[src/rtl/uart_pkg.sv]
// Shared UART constants: data/timeout widths and the RX register map
// used by the peripheral register interface.
package uart_pkg;

  localparam int UART_DATA_W       = 8;
  localparam int UART_RX_TIMEOUT_W = 16;

  localparam logic [7:0] UART_RX_DATA_OFS    = 8'h20;
  localparam logic [7:0] UART_RX_COUNT_OFS   = 8'h24;
  localparam logic [7:0] UART_RX_THRESH_OFS  = 8'h28;
  localparam logic [7:0] UART_RX_TIMEOUT_OFS = 8'h2C;
  localparam logic [7:0] UART_RX_FLAGS_OFS   = 8'h30;

  typedef enum logic [2:0] {
    RX_DATA,
    RX_COUNT,
    RX_THRESH,
    RX_TIMEOUT,
    RX_FLAGS
  } uart_rx_reg_e;

  // Bit layout of the RX_FLAGS register as seen by software
  typedef struct packed {
    logic intr;
    logic timeout;
    logic overrun;
    logic full;
    logic empty;
  } uart_rx_flags_t;

  function automatic logic [7:0] uart_rx_reg_offset(uart_rx_reg_e sel);
    logic [7:0] ofs;
    case (sel)
      RX_DATA:    ofs = UART_RX_DATA_OFS;
      RX_COUNT:   ofs = UART_RX_COUNT_OFS;
      RX_THRESH:  ofs = UART_RX_THRESH_OFS;
      RX_TIMEOUT: ofs = UART_RX_TIMEOUT_OFS;
      RX_FLAGS:   ofs = UART_RX_FLAGS_OFS;
      default:    ofs = 8'h00;
    endcase
    return ofs;
  endfunction

endpackage

[src/rtl/uart_fifo_mem.sv]
// DEPTH x 8 register-array storage for the RX FIFO: one synchronous
// write port, one asynchronous read port, no reset on the contents.
module uart_fifo_mem
  import uart_pkg::*;
#(
  parameter  int DEPTH = 16,
  localparam int AW    = $clog2(DEPTH)
) (
  input  logic                   clk,
  input  logic                   wr_en,
  input  logic [AW-1:0]          wr_addr,
  input  logic [UART_DATA_W-1:0] wr_data,
  input  logic [AW-1:0]          rd_addr,
  output logic [UART_DATA_W-1:0] rd_data
);

  logic [UART_DATA_W-1:0] mem [DEPTH];

  always_ff @(posedge clk) begin
    if (wr_en) begin
      mem[wr_addr] <= wr_data;
    end
  end

  assign rd_data = mem[rd_addr];

endmodule

[src/rtl/uart_rx_fifo.sv]
// Show-ahead receive FIFO behind the UART receiver, with sticky overrun,
// character-idle timeout and a threshold/timeout receive interrupt.
module uart_rx_fifo
  import uart_pkg::*;
#(
  parameter  int DEPTH = 16,
  localparam int AW    = $clog2(DEPTH)
) (
  input  logic                         clk_i,
  input  logic                         rst_ni,
  input  logic [UART_DATA_W-1:0]       rx_byte_i,
  input  logic                         rx_valid_i,
  input  logic                         pop_i,
  input  logic                         clr_i,
  input  logic                         ovr_clr_i,
  input  logic [AW:0]                  thresh_i,
  input  logic [UART_RX_TIMEOUT_W-1:0] timeout_i,
  output logic [UART_DATA_W-1:0]       rdata_o,
  output logic [AW:0]                  count_o,
  output logic                         empty_o,
  output logic                         full_o,
  output logic                         overrun_o,
  output logic                         timeout_o,
  output logic                         intr_rx_o
);

  localparam logic [AW:0] FULL_CNT = (AW+1)'(DEPTH);

  logic [AW-1:0]                  wr_ptr;
  logic [AW-1:0]                  rd_ptr;
  logic [AW:0]                    count;
  logic [UART_RX_TIMEOUT_W-1:0]   idle;
  logic                           overrun;
  logic                           timeout;
  logic                           intr;
  logic [UART_DATA_W-1:0]         head;

  logic is_empty;
  logic is_full;
  logic do_push;
  logic do_pop;
  logic drop;
  logic thresh_hit;

  assign is_empty = (count == '0);
  assign is_full  = (count == FULL_CNT);

  // A pop frees a slot in the same cycle, so a full FIFO still accepts a byte
  assign do_push = rx_valid_i && !clr_i && (!is_full || pop_i);
  assign do_pop  = pop_i && !clr_i && !is_empty;
  assign drop    = rx_valid_i && !clr_i && is_full && !pop_i;

  assign thresh_hit = (thresh_i != '0) && (count >= thresh_i);

  uart_fifo_mem #(
    .DEPTH(DEPTH)
  ) u_mem (
    .clk     (clk_i),
    .wr_en   (do_push),
    .wr_addr (wr_ptr),
    .wr_data (rx_byte_i),
    .rd_addr (rd_ptr),
    .rd_data (head)
  );

  always_ff @(posedge clk_i or negedge rst_ni) begin
    if (!rst_ni) begin
      wr_ptr <= '0;
      rd_ptr <= '0;
      count  <= '0;
    end else if (clr_i) begin
      wr_ptr <= '0;
      rd_ptr <= '0;
      count  <= '0;
    end else begin
      if (do_push) begin
        wr_ptr <= wr_ptr + 1'b1;
      end
      if (do_pop) begin
        rd_ptr <= rd_ptr + 1'b1;
      end
      case ({do_push, do_pop})
        2'b10:   count <= count + 1'b1;
        2'b01:   count <= count - 1'b1;
        default: count <= count;
      endcase
    end
  end

  // Idle counter only runs while data sits unread; any FIFO activity restarts it
  always_ff @(posedge clk_i or negedge rst_ni) begin
    if (!rst_ni) begin
      idle    <= '0;
      timeout <= 1'b0;
      overrun <= 1'b0;
      intr    <= 1'b0;
    end else begin
      if (do_push || do_pop || clr_i || is_empty) begin
        idle <= '0;
      end else if (idle < timeout_i) begin
        idle <= idle + 1'b1;
      end

      if (do_push || do_pop || clr_i) begin
        timeout <= 1'b0;
      end else if ((timeout_i != '0) && !is_empty && (idle == timeout_i)) begin
        timeout <= 1'b1;
      end

      if (drop) begin
        overrun <= 1'b1;
      end else if (ovr_clr_i) begin
        overrun <= 1'b0;
      end

      intr <= thresh_hit || timeout;
    end
  end

  assign rdata_o   = is_empty ? '0 : head;
  assign count_o   = count;
  assign empty_o   = is_empty;
  assign full_o    = is_full;
  assign overrun_o = overrun;
  assign timeout_o = timeout;
  assign intr_rx_o = intr;

endmodule

[config.mk]
export PLATFORM = sky130hd
export DESIGN_NAME = uart_rx_fifo
export DESIGN_NICKNAME = d
export VERILOG_FILES = /design/src/rtl/uart_pkg.sv /design/src/rtl/uart_fifo_mem.sv /design/src/rtl/uart_rx_fifo.sv
export SDC_FILE = /design/constraint.sdc
export NUM_CORES = 1
export LEC_CHECK = 0
export CAP_MARGIN = 40
export CORE_MARGIN = 3
export CORE_UTILIZATION = 65
export CTS_BUF_LIST = sky130_fd_sc_hd__clkbuf_8
export DETAILED_ROUTE_END_ITERATION = 8
export PLACE_DENSITY = 0.87
export SYNTH_ARGS = -nofsm -noshare
export SYNTH_HDL_FRONTEND = slang
export SYNTH_SLANG_ARGS = --single-unit
[constraint.sdc]
create_clock -name clk_i -period 4.22 [get_ports clk_i]
set_input_delay 0.844 -clock clk_i [delete_from_list [all_inputs] [get_ports clk_i]]
set_output_delay 0.844 -clock clk_i [all_outputs]
set_load 0.05 [all_outputs]
==> impl_metrics.toml <==
[outcome]
outcome = "completed"

[synthesis]
ys_warn_count = 0
synthTopCellsByArea = "edfxtp_1 (51%), dfrtp_1 (11%), ha_1 (4.8%), mux4_2 (4.8%), mux2i_1 (4.7%)"
synth_cells = 542
yosysMostFrequentCell = "edfxtp_1"
ys_types = 57
synth_top_cell_area_share_pct = 51.3
synthesis.area_mm2 = 0.00750
syn_nets = 606
synth_area_per_cell_um2 = 13.8
synth_common_cells = "edfxtp_1 (128), mux2i_1 (35), inv_1 (33)"
synth_area_leader_cell = "edfxtp_1"
async_reset_ff_share_pct = 20.0
synth_edf_count = 128
ys_seq_area_share_pct = 62.0
synthFlopType = "edfxtp_1"
ys_ff_latch = 160

[clock_network]
root_buffer = "clkbuf_8"
path_clk_slew_ns = 0.09
cts_num_sinks = 160
numCtsBuffers = 17
cts.hold.buffers_added = 0
insertion_delay_ns = 0.45
cts_tree = "done"
h-tree-depth = 4
cts_buffer_depth = 2

[global_routing]
grtUsageTotal_pct = 27.3
grt_pass1_wl_um = 26600
grt_pass1_vias = 4852
overflow = 0
antenna_found_initial = 0
grt_max_degree = 52

[worst_hold_path]
hold_start = "overrun_o"
holdPathStages = 2
hold-path-endpoint = "overrun_o"
hold_path_class = "flop to flop"

[power_and_ir_drop]
netSwitchingFraction_pct = 37.0
power_mw = 4.34
seqPwrFrac_pct = 42.5
pwr-share-comb_pct = 34.4
p_leak_nw = 3.05
p_per_area_mw_per_mm2 = 508
p_sw_mw = 1.60
clockPowerShare_pct = 23.1
p_int_mw = 2.74
ir_drop_uv = 549

[critical_path]
crit_required_ns = 3.38
worstPathMaxFanout = 16
critical_path.startpoint_type = "flop"
crit_type = "flop to primary output"
r2r-start = "count_o[1]"
r2r_setup_slack_ns = 1.34
rr_worst_depth = 10
end_kind = "primary output"
regToRegEndpoint = "count_o[4]"
cp_data_arrival_time_ns = 3.13

[final_layout]
n_fill_cell = 640
multi_input_area_mm2 = 0.00261
layout-drive-gt1-share_pct = 12.9
nNetsFinal = 669
diodes = 0
regArea_mm2 = 0.00465
area_delta_synth_final_pct = 14.1

[floorplan]
die-area_mm2 = 0.0129
ios = 53
start_util_pct = 68.0
row_count = 38
dieWidth_um = 113
die_y_um = 113
core_mm2 = 0.0110

[sta]
min_period_ns = 3.97
finClkSkew_ns = 0.00850
relSlewSlack_pct = 34.5
finalCritPeriodShare_pct = 94.2
max_freq_mhz = 252
finalHoldViolations = 0
tns_ns = 0
holdWs_ns = 0.550
rsz0062_at_grt = "no"
drv_slew = 0
setup_violations = 0
worst_slew_pin_slew_ns = 0.974

[placement]
gp_congestion = 0.901
dpl.hpwl_um = 11400
port_buffers = 52

[drt]
drc = 0
num_vias = 4952
drt_iter0_markers = 495
wl_um = 16600
first_pass_iters = 5
detail-route-antenna-nets = 0
routed_via_density = 6.53
post_drt_wl_per_cell_um = 21.9

[run]
drv_cap = 0
power groups by stage:
stage	registers, mW	clock network, mW	logic [mW]
after floorplan	1.93	0	0.988
after global placement	1.87	0	1.45
after detailed placement	1.88	0	1.48
after CTS	1.84	1.01	1.49
after global routing	1.85	1.09	1.57
final	1.84	1.01	1.49
cell usage in the layout (no fill, tap or decap), types with 6 or more instances in the layout:
master / instances
and2_1: 6
nor2_1: 22
edfxtp_1: 128
clkbuf_8: 17
nor4_1: 7
a211oi_1: 8
o22ai_1: 10
nor3_1: 16
nand2_1: 20
buf_4: 15
inv_1: 33
clkdlybuf4s50_1: 52
ha_1: 29
nand4_1: 15
o21ai_0: 15
o221ai_1: 16
mux4_2: 16
nand3_1: 11
or3_1: 11
dfrtp_1: 31
a21oi_1: 20
mux2i_1: 35
xor2_1: 6
per-stage QoR:
step	instance area [um2]	setup slack, ns	instances	util, %
floorplan	7500	0.874	542	-
global placement	8210	0.809	726	74.4
finish	8560	0.246	758	77.6
CTS	8550	0.0994	758	77.5
detailed placement	8210	0.625	726	74.4
global route	8560	0.0932	758	77.6
worst max-delay path, stage by stage (launching register included):
cell             delay [ns]
dfrtp_1                0.63
nand2b_2               0.31
o221ai_1               0.34
o22ai_1                0.15
a211oi_1               0.38
clkdlybuf4s50_1        0.88
final cells by class:
cell class	instances	area share [%]
Inverter	34	1.49
Tap cell	140	2.05
Timing Repair Buffer	68	7.63
Clock inverter	15	1.29
Sequential cell	160	54.3
Clock buffer	17	2.73
Multi-Input combinational cell	324	30.5
sequential cells by signal (all words and copies together), names as in the netlist:
register	count
u_mem.mem	128
idle	16
count_o	5
rd_ptr	4
wr_ptr	4
intr_rx_o	1
overrun_o	1
timeout_o	1
cell families (layout without fill, tap and decap cells):
group                    Yosys count  after routing  synth area share (%)
AO/OA/AOI/OAI                     96             96                  9.00
XOR/XNOR                          11             11                  1.29
adder cells (fa/ha/maj)           29             29                  4.84
buffers and inverters             58            134                  3.29
flip-flops                       160            160                  62.0
multiplexers                      51             51                  9.48
AND/OR/NAND/NOR                  137            137                  10.1
per-layer routing:
metal | track usage [%] | up-vias | routed length [um]
met5 | 0 | - | 0
met4 | 7.93 | 0 | 303
met3 | 5.04 | 33 | 1340
met2 | 44.3 | 241 | 8150
met1 | 38.5 | 2451 | 6830
li1 | - | 2227 | -
how the worst max path moves through the flow:
stage | slack [ns] | depth (start not counted) | from | endpoint
CTS | 0.1 | 5 | rd_ptr[2] | rdata_o[5]
floorplan | 0.87 | 4 | count_o[2] | rdata_o[0]
finish | 0.25 | 5 | rd_ptr[2] | rdata_o[5]
global route | 0.09 | 5 | rd_ptr[2] | rdata_o[7]
detailed placement | 0.63 | 5 | rd_ptr[2] | rdata_o[5]
global placement | 0.81 | 5 | rd_ptr[2] | rdata_o[6]
repair_timing:
action                                  CTS  global route
gates resized for setup                   0             2
endpoints found under the setup margin    0             6
setup buffers                             0             0
Power figures use the tool's default switching activity.
